--- config.mk ---
export PLATFORM = sky130hd
export DESIGN_NAME = data_multiplexer
export DESIGN_NICKNAME = d
export VERILOG_FILES = /design/src/rtl/cpu_pkg.sv /design/src/rtl/mux4_comb.sv /design/src/rtl/data_multiplexer.sv
export SDC_FILE = /design/constraint.sdc
export NUM_CORES = 1
export LEC_CHECK = 0
export ABC_AREA = 1
export BUFFER_PORTS_ARGS = -buffer_cell sky130_fd_sc_hd__buf_2
export CORE_AREA = 2 2 45 47
export CTS_CLUSTER_DIAMETER = 200
export DETAILED_ROUTE_END_ITERATION = 10
export DIE_AREA = 0 0 47 49
export PLACE_DENSITY = 0.85
export SYNTH_ARGS = -nofsm -noshare
export SYNTH_HDL_FRONTEND = slang
export SYNTH_SLANG_ARGS = --single-unit
--- constraint.sdc ---
create_clock -name clk -period 2.74 [get_ports clk]
set_clock_uncertainty 0.05 [all_clocks]
set_input_delay 0.548 -clock clk [delete_from_list [all_inputs] [get_ports clk]]
set_output_delay 0.548 -clock clk [all_outputs]
set_load 0.05 [all_outputs]
--- src/rtl/cpu_pkg.sv ---
// Shared CPU datapath types: the default operand width and the operand-select encoding.
package cpu_pkg;

    localparam int DATA_WIDTH = 8;

    typedef logic [DATA_WIDTH-1:0] data_t;

    typedef enum logic [1:0] {
        SEL_IN0 = 2'b00,
        SEL_IN1 = 2'b01,
        SEL_IN2 = 2'b10,
        SEL_IN3 = 2'b11
    } mux_sel_e;

endpackage

--- src/rtl/mux4_comb.sv ---
// Purely combinational 4-to-1 operand selector.
// The output has no storage element, so it follows select and data within the same time step.
module mux4_comb
    import cpu_pkg::*;
#(
    parameter int WIDTH = DATA_WIDTH
) (
    input  logic [WIDTH-1:0] in0,
    input  logic [WIDTH-1:0] in1,
    input  logic [WIDTH-1:0] in2,
    input  logic [WIDTH-1:0] in3,
    input  logic [1:0]       select,
    output logic [WIDTH-1:0] out
);

    // All four encodings are listed, so this case is complete and infers no latch.
    always_comb begin
        out = in0;
        case (mux_sel_e'(select))
            SEL_IN0: out = in0;
            SEL_IN1: out = in1;
            SEL_IN2: out = in2;
            SEL_IN3: out = in3;
        endcase
    end

endmodule

--- src/rtl/data_multiplexer.sv ---
// CPU operand selector: a zero-latency selected output plus a one-cycle registered copy
// of that output and of the select, for pipeline stages that need a flopped operand.
module data_multiplexer
    import cpu_pkg::*;
#(
    parameter int WIDTH = DATA_WIDTH
) (
    input  logic             clk,
    input  logic             rst_n,
    input  logic [WIDTH-1:0] in0,
    input  logic [WIDTH-1:0] in1,
    input  logic [WIDTH-1:0] in2,
    input  logic [WIDTH-1:0] in3,
    input  logic [1:0]       select,
    output logic [WIDTH-1:0] out,
    output logic [WIDTH-1:0] out_q,
    output logic [1:0]       select_q
);

    mux4_comb #(
        .WIDTH (WIDTH)
    ) u_mux (
        .in0    (in0),
        .in1    (in1),
        .in2    (in2),
        .in3    (in3),
        .select (select),
        .out    (out)
    );

    // Reset is applied synchronously and only clears the registered copies; out is untouched.
    always_ff @(posedge clk) begin
        if (!rst_n) begin
            out_q    <= '0;
            select_q <= SEL_IN0;
        end else begin
            out_q    <= out;
            select_q <= select;
        end
    end

endmodule

---- Word level (Yosys, flattened, before mapping) ----
Index checks and enable logic that the tools add are counted.
storage, ports and cells
  register bits after elaboration ......... 10
  bits of input ports ..................... 36
  output and inout bits ................... 18
  logic and storage cells ................. 7
cells by class
  equal/unequal tests ..................... 3
  muxes and demuxes ....................... 1
  reduce and logical (&&, ||, !) cells .... 1
operator list
  kind                                                 number
  case mux 8 bit (4 select lines)                      1
  equality test 2 bit, second input constant           2
  equality test 2 x 1 -> 1 bit, second input constant  1
  logical NOT 2 bit                                    1

---- Depth between registers and ports, before layout ----
Gate-level depths: netlist (run 1).
  depth in word-level cells ............... 2
  depth in mapped cells ................... 6
  gate-level depth less buffers ........... 5

---- Cells and area by module ----
A second synthesis (run 1) with hierarchy kept.
second synthesis, totals
  cells, all modules ...................... 78
  area total of the unflattened synthesis .. 550.5 µm²
modules (own cells, without submodules)
  module            instances  cells each  area an instance (µm²)  seq. area each (µm²)
  data_multiplexer  1          31          286.5                   200.2
  mux4_comb         1          47          264.0                   0.0

---- Worst setup path after synthesis (run 1) ----
No wires, ideal clock.
  path type ............................... input-to-output
  start point ............................. in select[0]
  end point ............................... out out[0]
  arrival ................................. 1298 ps
  data required time ...................... 2142 ps
  path slack .............................. 844 ps
  stages .................................. 6
  buffers on the path ..................... 1
  cells stage by stage .................... buf_6 > inv_6 > nand2_4 > nor2_1 > nor2_2 > inv_1
on the way
  cells in the longest elaborated chain, start to end .. 2
  elaborated cells on any way between the ends .. 5
  those cells by class .................... eq/ne: 3; mux: 1; reduce/logical: 1
RTL lines
  element                                            line                    text
  from (decl)                                        data_multiplexer.sv:14  input logic [1:0] select,
  equality test 2 bit, or another cell as far along  mux4_comb.sv:19         case (mux_sel_e'(select))
  case mux 8 bit (4 select lines) (*)                mux4_comb.sv:19
  to (decl)                                          data_multiplexer.sv:15  output logic [WIDTH-1:0] out,
Every way passes the cells marked *; elsewhere a longest branch is shown, timed or not.

---- Final worst setup path (run 1) ----
  start point ............................. in select[1]
  end point ............................... out out[2]
Same word-level chain as after synthesis.

==> qor.txt, run 1 <==
outcome -> finished clean
antenna violations before repair -> 0
setup violators final -> 0
P&R area growth vs syn -> 38.79%
area of the multi-input gates -> 351.6 um^2
Reg power frac -> 0.325
HP Class -> in2reg
Net Sw Frac -> 0.4016
Static Leak -> 0.6141 nW
DR DRC count -> 0
crit-path cells -> buf_2 -> inv_6 -> nand2_4 -> nor2_1 -> nor2_2 -> inv_1 -> buf_2
clock buffer depth -> 2
Tightest Pin Transition -> 0.3749 ns
Yosys reg bits -> 10
Synth Warn # -> 0
syn nets -> 130
endpoint class of the critical path -> output pin
# Post-CTS Setup Buffers -> 0
Clock Power Share -> 0.271
Comb pwr share -> 0.404
Worst VDD drop -> 0.0001836 V
GP Congestion -> 0.6956
Pint -> 0.2906 mW
final wirelength -> 1933 um
Seq/Total Area, Yosys -> 0.2847
antenna violation net count after detailed routing -> 0
pre-CTS setup slack -> 0.5961 ns
Slowest cell on crit path -> buf_2
TritonCTS clock tree -> built
CORE AREA -> 0.001842 mm^2
Worst-path clk slew -> 0.07 ns
syn avg cell area -> 7.481 um^2
Initial DRC Count -> 17
pin count of the biggest net entering global routing -> 19
# port buffers -> 53
CP arrival -> 1.55 ns
Switch Pwr -> 0.1951 mW
total CTS buffers -> 3
TritonRoute pass-1 iters -> 6
slew margin rel. -> 0.7500
Min Clock Period, post-route -> 2.150 ns
# IOs -> 54
Post-Layout Cell Count -> 174
first-pass GRT wire length -> 2904 um
Max Slew Vio Count -> 0
Root Buffer -> clkbuf_4
layout cells sized above 1 -> 0.5578
clk sinks -> 10
Tot GR Track Use -> 0.1790
Critical Path Fanout Max -> 18
area of the mapped netlist -> 703.2 um^2
Routed wire per std cell -> 11.11 um
Peak Freq -> 0.4651 GHz
endpoints failing hold -> 0
via density per instance -> 4.557
Setup WS post-layout -> 0.5901 ns
commonest cells after routing, fill and taps aside -> buf_2 (53), nand3_1 (21), inv_1 (19)
hold buffers post-CTS -> 0
most used cell along the critical path -> buf_2
RSZ-0062 raised after global routing -> false
Register Area -> 200.2 um^2
Post-Route Setup TNS -> 0 ns
Die W -> 47 um
delay of the slowest critical-path stage -> 0.32 ns
antenna cells -> 0
Layout Nets -> 184
routed vias -> 793
die extent in y -> 49 um
Distinct cells, synth -> 11
FILL cells -> 192
Resize count post-CTS -> 0
Die Area -> 0.002303 mm^2
post-DP HPWL -> 1626 um
commonest non-fill, non-tap cell in the layout -> buf_2
number of global-route vias before repair -> 714
H-tree depth -> 1
Initial Util -> 0.3818
Worst EP required -> 2.14 ns
# rows -> 16
CP Class -> in2out
grt total ovfl -> 0
Cells after DPL -> 170
CP Launch Type -> input port
fin crit share -> 0.7846
max_cap viols -> 0
Mapped Cells -> 94
pwr/cell area -> 497.7 mW/mm^2
[stage by stage]
step,hold slack (ns),util,power (mW),cell area [um^2]
2_1_floorplan,0.5956,-,0.3098,703.2
3_3_place_gp,0.7172,0.5102,0.3532,939.7
3_5_place_dp,0.7153,0.5102,0.3576,939.7
4_1_cts,0.4500,0.5299,0.4875,975.9
5_1_grt,0.4651,0.5299,0.5083,975.9
6_report,0.4583,0.5299,0.4857,975.9
[path summary, 6_finish.rpt]
kind           to       from  cells after the start  slack (ns)
max        out[2]  select[1]                      7        0.59
min   select_q[0]      rst_n                      3        0.46
[sequential cells by signal, summed over array words and instances, names as in the netlist]
signal and count:
select_q 2, out_q 8
[Yosys cell counts, drive strengths merged]
master  instances  area (um^2)
nand3          32        215.2
nand2           3        18.77
buf             4        62.56
inv            21        88.84
nor2           24        117.6
dfxtp          10        200.2
[area by class of cell]
type | count | share of cell area
well taps | 27 | 0.03462
clock buffers | 4 | 0.03718
flip-flops and latches | 10 | 0.2051
multi-input cells | 59 | 0.3603
inverters | 21 | 0.09103
repair buffers | 53 | 0.2718
[worst max-delay path, delay by kind of cell]
family / cells / cell delay (ns)
buf+inv: 4 / 0.65
simple gates: 3 / 0.34
[layer usage]
| layer | up-vias | global-route usage | share of wire |
|---|---|---|---|
| li1 | 399 | - | - |
| met1 | 334 | 0.1851 | 0.35 |
| met2 | 56 | 0.3014 | 0.50 |
| met3 | 4 | 0.04815 | 0.14 |
| met4 | 0 | 0.1111 | 0.017 |
| met5 | - | 0 | 0 |
[power groups by stage]
stage          combinational, mW  sequential, mW  clock [mW]
3_3_place_gp               0.192           0.161           0
4_1_cts                    0.197           0.158       0.133
3_5_place_dp               0.196           0.161           0
2_1_floorplan              0.111           0.199           0
6_report                   0.196           0.158       0.132
5_1_grt                    0.211           0.159       0.139
[logic make-up after synthesis]
kind of cell	after synthesis	synth area share
buffers and inverters	25	0.2153
and+or+nand+nor	59	0.5000
DFF	10	0.2847
Note: power is estimated with default switching activity, not from simulation.
==> run 2, diff against run 1 <==
Settings changed: ABC_AREA 1 to 0, CORE_AREA 2 2 45 47 to 2 2 42 44, DIE_AREA 0 0 47 49 to 0 0 44 46, PLACE_DENSITY 0.85 to 0.79.
Clock period 2.74 ns to 2 ns, I/O delays scaled along.
==> qor.txt, run 2 <==
# Post-CTS Setup Buffers -> 0 (unchanged)
Main synth FF type -> dfxtp_1
CP arrival -> 1.44 ns (-0.11 ns)
final wirelength -> 1133 um (-41%)
Mapped Cells -> 31 (-67%)
Critical Path Fanout Max -> 9 (-9)
routed vias -> 457 (-42%)
Synth Warn # -> 0 (unchanged)
# port buffers -> 53 (unchanged)
antenna violations before repair -> 0 (unchanged)
TritonCTS clock tree -> built
syn nets -> 67 (-48%)
DR DRC count -> 0 (unchanged)
Min Clock Period, post-route -> 1.889 ns
WP depth -> 3 (-4)
Static Leak -> 0.4062 nW (-34%)
Worst EP required -> 1.55 ns (-0.59 ns)
Routed wire per std cell -> 11.00 um (-0.98%)
slew margin rel. -> 0.8248 (+0.07474)
Distinct cells, synth -> 7 (-4)
delay of the slowest critical-path stage -> 0.56 ns (+0.24 ns)
Biggest register -> out_q
ys async rst share -> 0 (unchanged)
commonest cells after routing, fill and taps aside -> buf_2 (53), dfxtp_1 (10), and2_1 (9)
# rows -> 15 (-1)
P&R area growth vs syn -> 66.58%
CORE AREA -> 0.001614 mm^2 (-12%)
# IOs -> 54 (unchanged)
Worst VDD drop -> 0.0002262 V (+23%)
Layout Nets -> 123 (-33%)
outcome -> finished clean
most common cell in the netlist -> dfxtp_1
Slowest cell on crit path -> mux4_2
Initial Util -> 0.2853 (-0.09652)
clock buffer depth -> 2 (unchanged)
Worst-path clk slew -> 0.06 ns (about the same)
most used cell along the critical path -> buf_2
Worst path top cell family by delay -> multiplexers
Yosys reg bits -> 10 (unchanged)
Synth top area share -> 0.4348 (+0.1501)
Root Buffer -> clkbuf_4
total CTS buffers -> 3 (unchanged)
post-layout util -> 0.4752 (-0.05470)
endpoints failing hold -> 0 (unchanged)
first-pass GRT wire length -> 1642 um (-43%)
biggest regs -> out_q x8, select_q x2
pre-CTS setup slack -> 0.09373 ns (-0.5023 ns)
Initial DRC Count -> 2 (-15)
WHS Path Cells -> 3 (unchanged)
Post-Route Setup TNS -> 0 ns (unchanged)
number of flip-flops in the largest register -> 8 (unchanged)
H-tree depth -> 1 (unchanged)
Resize count post-CTS -> 0 (unchanged)
Tot GR Track Use -> 0.1133 (-0.06570)
Area contributors post-synth -> dfxtp_1 (43%), mux4_2 (39%), and2_1 (12%)
setup violators final -> 0 (unchanged)
area of the mapped netlist -> 460.4 um^2 (-35%)
Peak Freq -> 0.5295 GHz
number of global-route vias before repair -> 433 (-39%)
via density per instance -> 4.437 (-2.6%)
crit-path cells -> buf_2 -> mux4_2 -> buf_2
GP Congestion -> 0.6244 (-10%)
WP buf/inv -> 2 (-2)
HP Class -> in2reg
CP Launch Type -> input port
Fin Hold WS -> 0.3693 ns (-0.08892 ns)
pin count of the biggest net entering global routing -> 11 (-8)
antenna cells -> 0 (unchanged)
Post-synth EDFFs -> 0 (unchanged)
Die W -> 44 um (-6.4%)
fin crit share -> 0.9443
grt total ovfl -> 0 (unchanged)
TritonRoute pass-1 iters -> 4 (-2)
Tightest Pin Transition -> 0.2628 ns (-0.1121 ns)
post-synth top area cell -> dfxtp_1
die extent in y -> 46 um (-6.1%)
CP Class -> in2out
Seq/Total Area, Yosys -> 0.4348 (+0.1501)
endpoint class of the critical path -> output pin
clk sinks -> 10 (unchanged)
top cells by count, synth -> dfxtp_1 (10), and2_1 (9), mux4_2 (8)
antenna violation net count after detailed routing -> 0 (unchanged)
max_cap viols -> 0 (unchanged)
RSZ-0062 raised after global routing -> false
commonest non-fill, non-tap cell in the layout -> buf_2
hold buffers post-CTS -> 0 (unchanged)
layout cells sized above 1 -> 0.7558 (+0.1980)
Setup WS post-layout -> 0.1115 ns (-0.4786 ns)
pwr/cell area -> 801.0 mW/mm^2 (+61%)
Die Area -> 0.002024 mm^2 (-12%)
syn avg cell area -> 14.85 um^2 (+99%)
Max Slew Vio Count -> 0 (unchanged)
-- run 2: cell count changes after synthesis --
cell / delta
nand2_1: -1
nor2_1: -13
inv_1: -18
buf_2: +1
nand3_2: -11
nand2_4: -1
buf_12: -2
nor2_2: -11
buf_6: -1
inv_6: -2
and2_1: +9
mux4_2: +8
nand3_1: -21
-- run 2: through the flow --
| stage | instance area, um^2 | total power [mW] | cells |
|---|---|---|---|
| final | 767.0 | 0.6144 | 103 |
| after global routing | 767.0 | 0.6418 | 103 |
| after CTS | 767.0 | 0.6231 | 103 |
| after detailed placement | 730.7 | 0.4518 | 99 |
| after global placement | 730.7 | 0.4484 | 99 |
| after floorplan | 460.4 | 0.3873 | 31 |
-- run 2: cell type report --
| type | count | area, um^2 |
|---|---|---|
| Multi-Input combinational cell | 18 | 240.2 |
| Timing Repair Buffer | 53 | 265.3 |
| Sequential cell | 10 | 200.2 |
| Fill cell | 168 | 847.1 |
| Tap cell | 17 | 21.27 |
| Inverter | 1 | 3.754 |
| Clock buffer | 4 | 36.28 |
-- run 2: final timing paths --
| path | startpoint | to |
|---|---|---|
| worst max-delay path | select[0] | out[0] |
| worst min-delay path | rst_n | select_q[0] |
-- run 2: cells by family after synthesis --
logic type / after synthesis / share of synthesized area
flops: 10 / 0.4348
simple gates: 10 / 0.1304
mux: 8 / 0.3913
buf+inv: 3 / 0.04346
-- run 2: per-layer routing --
layer | vias up | track usage | share of wire
met3 | 6 | 0.01190 | 0.11
met2 | 31 | 0.2176 | 0.56
li1 | 224 | - | -
met5 | - | 0 | 0
met1 | 196 | 0.1005 | 0.29
met4 | 0 | 0.1091 | 0.044
-- run 2: power by group --
part	leakage, nW	switching (mW)	internal [mW]
clock	0.0210	0.0592	0.110
sequential	0.0834	0.00285	0.214
combinational	0.302	0.152	0.0765
